## config.mk

```make
export PLATFORM = sky130hd
export DESIGN_NAME = tube_tdc_array
export DESIGN_NICKNAME = d
export VERILOG_FILES = /design/src/rtl/tube_tdc_array.sv
export SDC_FILE = /design/constraint.sdc
export NUM_CORES = 1
export LEC_CHECK = 0
export BUFFER_PORTS_ARGS = -buffer_cell sky130_fd_sc_hd__buf_2
export CAP_MARGIN = 40
export CELL_PAD_IN_SITES_DETAIL_PLACEMENT = 1
export CELL_PAD_IN_SITES_GLOBAL_PLACEMENT = 1
export CORE_MARGIN = 2
export CORE_UTILIZATION = 35
export DETAILED_ROUTE_END_ITERATION = 8
export GPL_ROUTABILITY_DRIVEN = 0
export HOLD_SLACK_MARGIN = 0.12
export PLACE_DENSITY_LB_ADDON = 0.1
export REMOVE_ABC_BUFFERS = 1
export SLEW_MARGIN = 20
export SYNTH_ARGS = -nofsm -noshare
export SYNTH_HDL_FRONTEND = slang
export SYNTH_SLANG_ARGS = --single-unit
```

## constraint.sdc

```tcl
create_clock -name clk -period 4.1 [get_ports clk]
set_clock_uncertainty 0.15 [all_clocks]
set_input_delay 0.41 -clock clk [delete_from_list [all_inputs] [get_ports clk]]
set_output_delay 0.41 -clock clk [all_outputs]
set_load 0.05 [all_outputs]
```

## src/rtl/tube_tdc_array.sv

```systemverilog
// Multi-channel drift-time counter: per tube, clk cycles from gate open to first hit (with look-back), saturating.
// Latency: tube_in reaches hit detection LOOKBACK cycles later; readout word presented the cycle after gate closes.
// Backpressure: out_data/out_valid held stable while out_ready=0; one word per cycle at full throughput.
//
// Ports:
//   clk, clr         system clock, asynchronous active-high reset
//   tube_in[NCH]     raw tube discriminator levels (synchronous to clk)
//   gate_en          measurement window level
//   out_data         readout word {ch_idx, hit, cnt}, 0 when out_valid=0
//   out_valid/ready  readout stream handshake
//   busy             high whenever the block is not IDLE
//   missed_gate      one-cycle pulse when gate_en rises during READOUT
//
// Build option: define TUBE_TDC_EDGE_EN to register hits on the rising edge of the
// delayed tube level instead of on the level itself.
module tube_tdc_array #(
    parameter int NCH      = 8,
    parameter int CH_W     = 3,
    parameter int CNT_W    = 8,
    parameter int LOOKBACK = 8
) (
    input  logic                  clk,
    input  logic                  clr,
    input  logic [NCH-1:0]        tube_in,
    input  logic                  gate_en,
    output logic [CH_W+CNT_W:0]   out_data,
    output logic                  out_valid,
    input  logic                  out_ready,
    output logic                  busy,
    output logic                  missed_gate
);

    localparam logic [1:0] S_IDLE = 2'd0;
    localparam logic [1:0] S_MEAS = 2'd1;
    localparam logic [1:0] S_READ = 2'd2;

    localparam logic [CNT_W-1:0] CNT_MAX  = '1;
    localparam logic [CH_W-1:0]  LAST_IDX = CH_W'(NCH - 1);

    logic [1:0]       r_state;
    logic [NCH-1:0]   r_dly [LOOKBACK];     // r_dly[0] is the most recent sample
    logic [CNT_W-1:0] r_cnt [NCH];
    logic [NCH-1:0]   r_hit;
    logic [CH_W-1:0]  r_idx;
    logic             r_gate_prev;
    logic             r_missed;

    logic [NCH-1:0]   w_dly;
    logic [NCH-1:0]   w_hit_cond;

    assign w_dly = r_dly[LOOKBACK-1];

    // Delay line runs in every state so the look-back window is already
    // populated when the gate opens.
    always_ff @(posedge clk or posedge clr) begin
        if (clr) begin
            for (int i = 0; i < LOOKBACK; i++) begin
                r_dly[i] <= '0;
            end
        end else begin
            r_dly[0] <= tube_in;
            for (int i = 1; i < LOOKBACK; i++) begin
                r_dly[i] <= r_dly[i-1];
            end
        end
    end

`ifdef TUBE_TDC_EDGE_EN
    logic [NCH-1:0] r_dly_prev;

    always_ff @(posedge clk or posedge clr) begin
        if (clr) begin
            r_dly_prev <= '0;
        end else begin
            r_dly_prev <= w_dly;
        end
    end

    // A tube that was already high before the window never produces an edge.
    assign w_hit_cond = w_dly & ~r_dly_prev;
`else
    assign w_hit_cond = w_dly;
`endif

    always_ff @(posedge clk or posedge clr) begin
        if (clr) begin
            r_state <= S_IDLE;
            r_hit   <= '0;
            r_idx   <= '0;
            for (int ch = 0; ch < NCH; ch++) begin
                r_cnt[ch] <= '0;
            end
        end else begin
            case (r_state)
                S_IDLE: begin
                    if (gate_en) begin
                        r_hit <= '0;
                        for (int ch = 0; ch < NCH; ch++) begin
                            r_cnt[ch] <= '0;
                        end
                        r_state <= S_MEAS;
                    end
                end
                S_MEAS: begin
                    if (gate_en) begin
                        for (int ch = 0; ch < NCH; ch++) begin
                            // Only the first hit in a window is kept; the count
                            // freezes on the hit cycle itself.
                            if (!r_hit[ch]) begin
                                if (w_hit_cond[ch]) begin
                                    r_hit[ch] <= 1'b1;
                                end else if (r_cnt[ch] != CNT_MAX) begin
                                    r_cnt[ch] <= r_cnt[ch] + CNT_W'(1);
                                end
                            end
                        end
                    end else begin
                        r_idx   <= '0;
                        r_state <= S_READ;
                    end
                end
                S_READ: begin
                    if (out_ready) begin
                        if (r_idx == LAST_IDX) begin
                            r_idx   <= '0;
                            r_state <= S_IDLE;
                        end else begin
                            r_idx <= r_idx + CH_W'(1);
                        end
                    end
                end
                default: begin
                    r_state <= S_IDLE;
                end
            endcase
        end
    end

    // Gate edge tracking is independent of state; only READOUT reports it.
    always_ff @(posedge clk or posedge clr) begin
        if (clr) begin
            r_gate_prev <= 1'b0;
            r_missed    <= 1'b0;
        end else begin
            r_gate_prev <= gate_en;
            r_missed    <= (r_state == S_READ) && gate_en && !r_gate_prev;
        end
    end

    assign out_valid   = (r_state == S_READ);
    assign out_data    = out_valid ? {r_idx, r_hit[r_idx], r_cnt[r_idx]} : '0;
    assign busy        = (r_state != S_IDLE);
    assign missed_gate = r_missed;

endmodule

```

# After elaboration in Yosys (flattened, before gate mapping)
# Cells that the tools add are included.
dict set report word_totals {
  register_bits 143
}
dict set report classes {
  n_addsub 9
  order_cmp 2
  n_eq_ne 40
  muxes 61
  n_bitwise 1
  n_reduce_logical 18
}
# operator n
set op_table {}
lappend op_table {{two-way mux 8 bit} 28}
lappend op_table {{two-way mux 64 bit} 2}
lappend op_table {{one-hot mux 64 bit (2 select lines)} 1}
lappend op_table {{adder 8 x 1 -> 8 bit, second input constant} 8}
lappend op_table {{!= test 8 bit, second input constant} 8}
lappend op_table {{!= test 2 bit, second input constant} 27}
lappend op_table {{AND reduction 6 bit} 8}
lappend op_table {{binary-select mux 8 bit (select 3 bit)} 1}
lappend op_table {{two-way mux 1 bit} 17}
lappend op_table {{one-hot mux 8 bit (2 select lines)} 1}
lappend op_table {{two-way mux 12 bit} 1}
lappend op_table {{two-way mux 3 bit} 3}
lappend op_table {{two-way mux 2 bit} 4}
lappend op_table {{one-hot mux 2 bit (3 select lines)} 1}
lappend op_table {{one-hot mux 3 bit (2 select lines)} 1}
lappend op_table {{AND reduction 3 bit} 2}
lappend op_table {{nonzero test 2 bit} 3}
lappend op_table {{>= comparator 4 bit, second input constant} 1}
lappend op_table {{< comparator 3 x 4 -> 1 bit, second input constant} 1}
lappend op_table {{!= test 2 x 1 -> 1 bit, second input constant} 2}
lappend op_table {{inverter 3 -> 4 bit} 1}
lappend op_table {{AND reduction 4 bit} 1}
lappend op_table {{adder 3 x 1 -> 3 bit, second input constant} 1}
lappend op_table {{binary-select mux 1 bit (select 3 bit)} 1}
lappend op_table {{6 further kinds} 7}

# Logic depth before layout (Yosys ltp)
dict set report logic_depth {
  word_depth 6
  depth_mapped 7
  depth_no_buf 5
}

# Least setup slack after synthesis
# OpenSTA, ideal clock, no wires.
dict set report synth_path {
  path_type {flip-flop to output port}
  startpoint {reg r_state[0]}
  endpoint {out out_data[0]}
  arrival_time_ps 1840
  required_time_ps 3540
  path_slack_ps 1700
  stages_incl_launch_ff 7
  cell_sequence {dfrtp_1 > buf_6 > inv_1 > clkbuf_1 > nand2_1 > clkbuf_1 > nor2_1}
}
dict set report synth_between {
  elab_chain_cells 2
}
# item line
set synth_lines {}
lappend synth_lines {{start, declared} 40} ;# logic [1:0] r_state;
lappend synth_lines {{start signal, assigned} 87} ;# r_state <= S_IDLE;
lappend synth_lines {{start signal, assigned} 101} ;# r_state <= S_MEAS;
lappend synth_lines {{start signal, assigned} 119} ;# r_state <= S_READ;
lappend synth_lines {{== test 2 bit} 150} ;# assign out_valid = (r_state == S_READ);
lappend synth_lines {{two-way mux 12 bit} 151} ;# assign out_data = out_valid ? {r_idx, r_hit[r_idx], r_cnt[r_idx]} : '0;
lappend synth_lines {{end, declared} 26} ;# output logic [CH_W+CNT_W:0] out_data,
# No other way between the ends.

# Worst setup path in the final report
dict set report layout_path {
  startpoint {reg r_idx[0]}
  endpoint {out out_data[6]}
}
dict set report layout_between {
  elab_chain_cells 5
}
# item line
set layout_lines {}
lappend layout_lines {{start, declared} 44} ;# logic [CH_W-1:0] r_idx;
lappend layout_lines {{start signal, assigned} 128} ;# r_idx <= r_idx + CH_W'(1);
lappend layout_lines {{inverter 3 -> 4 bit (not written as such)} 151}
lappend layout_lines {{binary-select mux 8 bit (select 3 bit)} 151}
lappend layout_lines {{two-way mux 8 bit (not written as such) (2 in series)} 151}
lappend layout_lines {{two-way mux 12 bit} 151}
# No other way between the ends. The select of a mux whose other input is x is not followed.

==> key figures <==
Min path
  – HP Class: input pin to flop

Power and ir drop
  – Register share of total power: 0.417
  – Worst IR drop on VDD: 0.284 mV
  – Net Sw Frac: 0.363
  – Clock power frac: 0.345
  – Design Power: 4.63 mW
  – Leak: 3.23 nW
  – Internal power: 2.95 mW
  – Combinational share of power: 0.238
  – Pwr/cell area: 604 nW/µm²
  – Switching power: 1.68 mW

Worst setup path
  – CP Capture Type: output port
  – Critical path's slowest cell: dfrtp_1
  – Crit path cell chain: buf_8, mux4_2, mux2i_1, nor2_1, buf_2
  – Family with the most delay on the worst path: flip-flops
  – CP Class: flop to output port
  – Buf/Inv on CP: 2
  – Critical path data arrival time: 2.38 ns
  – WP data required: 3.54 ns
  – Crit path largest cell delay: 0.74 ns
  – Crit Path Max Fanout: 12
  – CP Launch Type: flop

Clock network
  – CTS Root Cell: clkbuf_16
  – H-tree depth: 4
  – CTS tree: built
  – CTS Buf Count: 17
  – Reg clk slew, reported paths: 0.06 ns
  – Clk_lat worst skew: 0.42 ns
  – CTS max path bufs: 2
  – Clk sinks: 143

Finish
  – Area grow syn2layout: 17.9%
  – Final nets: 655
  – Filler cell count: 1,931
  – Share of post-route cells with drive strength above 1: 0.153
  – N_diodes: 0
  – Design area: 7660 µm²
  – Non-Filler Instances: 875
  – Most frequent cells in the layout: dfrtp_1 (143), nand2_1 (62), nor2_1 (44), o21ai_1 (34), a21oi_1 (32)
  – Commonest non-fill, non-tap cell in the layout: dfrtp_1

Global routing
  – Largest net degree at the start of global routing: 56
  – All-Layer GR Usage: 0.198
  – Vias in the first global route: 5,222
  – Initial antenna violation count: 0
  – First-pass GRT wire length: 29,800 µm
  – Global route total overflow: 0

Floorplanning
  – Die Width: 140 µm
  – Starting Density: 0.359
  – Total I/O pin count: 27
  – Row count: 49
  – Die Span Y: 140 µm
  – Die ar.: 19,700 µm²
  – Core ar.: 18,100 µm²

Detailed routing
  – DRC Markers: 0
  – Routed wire length: 18,300 µm
  – Final ANT Viol Nets: 0
  – TritonRoute pass-1 iters: 4
  – Iter 0 DRT Violations: 285
  – DR vias/cell: 5.66
  – WL/cell: 20.9 µm
  – Vias: 4,954

Status
  – Status: finished clean

Timing
  – Aggregate negative setup slack: 0 ns
  – Peak Freq: 0.340 GHz
  – Worst Slack Setup Final: 1.16 ns
  – Slew Viols, Final: 0
  – Minimum clock period: 2.94 ns
  – Relative slew margins: 0.511
  – # setup viols final: 0
  – Final-report hold violation count: 0
  – Crit share post-route: 0.717
  – RSZ-0062 raised after global routing: false
  – Worst slew pin tran: 0.734 ns

Place
  – Dpl cells: 832
  – Area post-placement: 6940 µm²
  – Setup WS pre-CTS: 1.55 ns
  – Buffers on Ports: 26
  – Post-detail-place hpwl: 12,800 µm

Synth
  – Synth top area share: 0.551
  – Top post-synthesis cells by area: dfrtp_1 (55%), mux4_2 (6.2%), nand2_1 (3.6%)
  – Cells after synthesis: 589
  – Distinct cells, synth: 55
  – Cell taking the most area after synthesis: dfrtp_1
  – Post-synth EDFFs: 0
  – Post-synthesis sequential element count: 143
  – Ys flop type: dfrtp_1
  – Post-synth ARST share: 1.00
  – Avg Synthesized Cell Area: 11.0 µm²
  – Cell area after synthesis: 6500 µm²
  – Yosys warnings: 0
  – Seq/Total Area, Yosys: 0.551

Run
  – Max-Cap Viols: 0
==> final timing paths <==
path | start | to | slack (ns) | depth (start not counted)
max | r_idx[0] | out_data[6] | 1.16 | 5
min | out_ready | r_state[1] | 0.18 | 4
max reg2reg | r_state[1] | r_cnt[2] | 1.66 | 5
min reg2reg | r_dly[32] | r_dly[24] | 0.20 | 0
max in group asynchronous | clr | r_cnt[1] | 2.79 | 4
min in group asynchronous | clr | r_cnt[32] | 0.40 | 3
==> state kept, by name (all words and copies together), names as in the netlist <==
register	flops
missed_gate	1
r_cnt	64
r_dly	56
r_gate_prev	1
r_hit	8
r_idx	3
r_state	2
w_dly	8
==> stage by stage <==
stage | util | hold WS, ns
finish | 0.424 | 0.179
floorplan | - | 0.181
global route | 0.424 | 0.184
CTS | 0.423 | 0.161
global placement | 0.381 | 0.181
detailed placement | 0.384 | 0.186
==> kinds of logic after synthesis <==
kind of cell,synth area share
buffers and inverters,0.0248
multiplexers,0.0901
AND/OR/NAND/NOR,0.156
adder cells (fa/ha/maj),0.0193
AO/OA/AOI/OAI,0.159
flip-flops,0.551
==> cells in the mapped netlist (6+ instances only) <==
master,n
nand2b_1,9
o21ai_1,34
ha_1,10
nand3_1,24
nand2_1,62
inv_1,11
nor2_1,44
o31ai_1,8
o211ai_1,16
o21ai_0,17
a31oi_1,13
nand4_1,13
a21oi_1,32
and3_1,9
or3_1,6
dfrtp_1,143
buf_2,12
mux2i_1,18
and2_1,7
clkbuf_1,8
mux4_2,18
==> tightest hold or removal path, stage by stage <==
cell and delay (ns):
buf_2 0.13, nand2_1 0.06, nand2_1 0.05, nand2_1 0.06
==> layout make-up <==
class | count | area, µm² | area share
flip-flops and latches | 143 | 3580 | 0.467
inverters | 12 | 50.0 | 0.00653
multi-input cells | 409 | 2760 | 0.360
well taps | 229 | 287 | 0.0374
repair buffers | 50 | 383 | 0.0500
clock inverters | 14 | 173 | 0.0225
clock buffers | 18 | 429 | 0.0560
==> what timing repair did <==
action,CTS,global route
setup buffers,0,0
endpoints found under the hold margin,52,0
resized for setup,0,0
hold buffers,10,0
==> layer usage <==
layer  GRT usage  share of wire  vias up
met1       0.269           0.46     2544
met4      0.0606          0.016        0
li1            -              -     2285
met3      0.0458          0.048       17
met2       0.316           0.47      108
met5           0              0        -
==> power groups by stage <==
stage,Clock (mW),Sequential [mW],Combinational (mW)
2_1_floorplan,0,1.85,0.723
6_report,1.60,1.93,1.10
3_5_place_dp,0,1.97,1.08
5_1_grt,1.71,1.96,1.23
4_1_cts,1.64,1.95,1.09
3_3_place_gp,0,1.98,1.01
No activity file was read; power rests on OpenSTA's default activity.
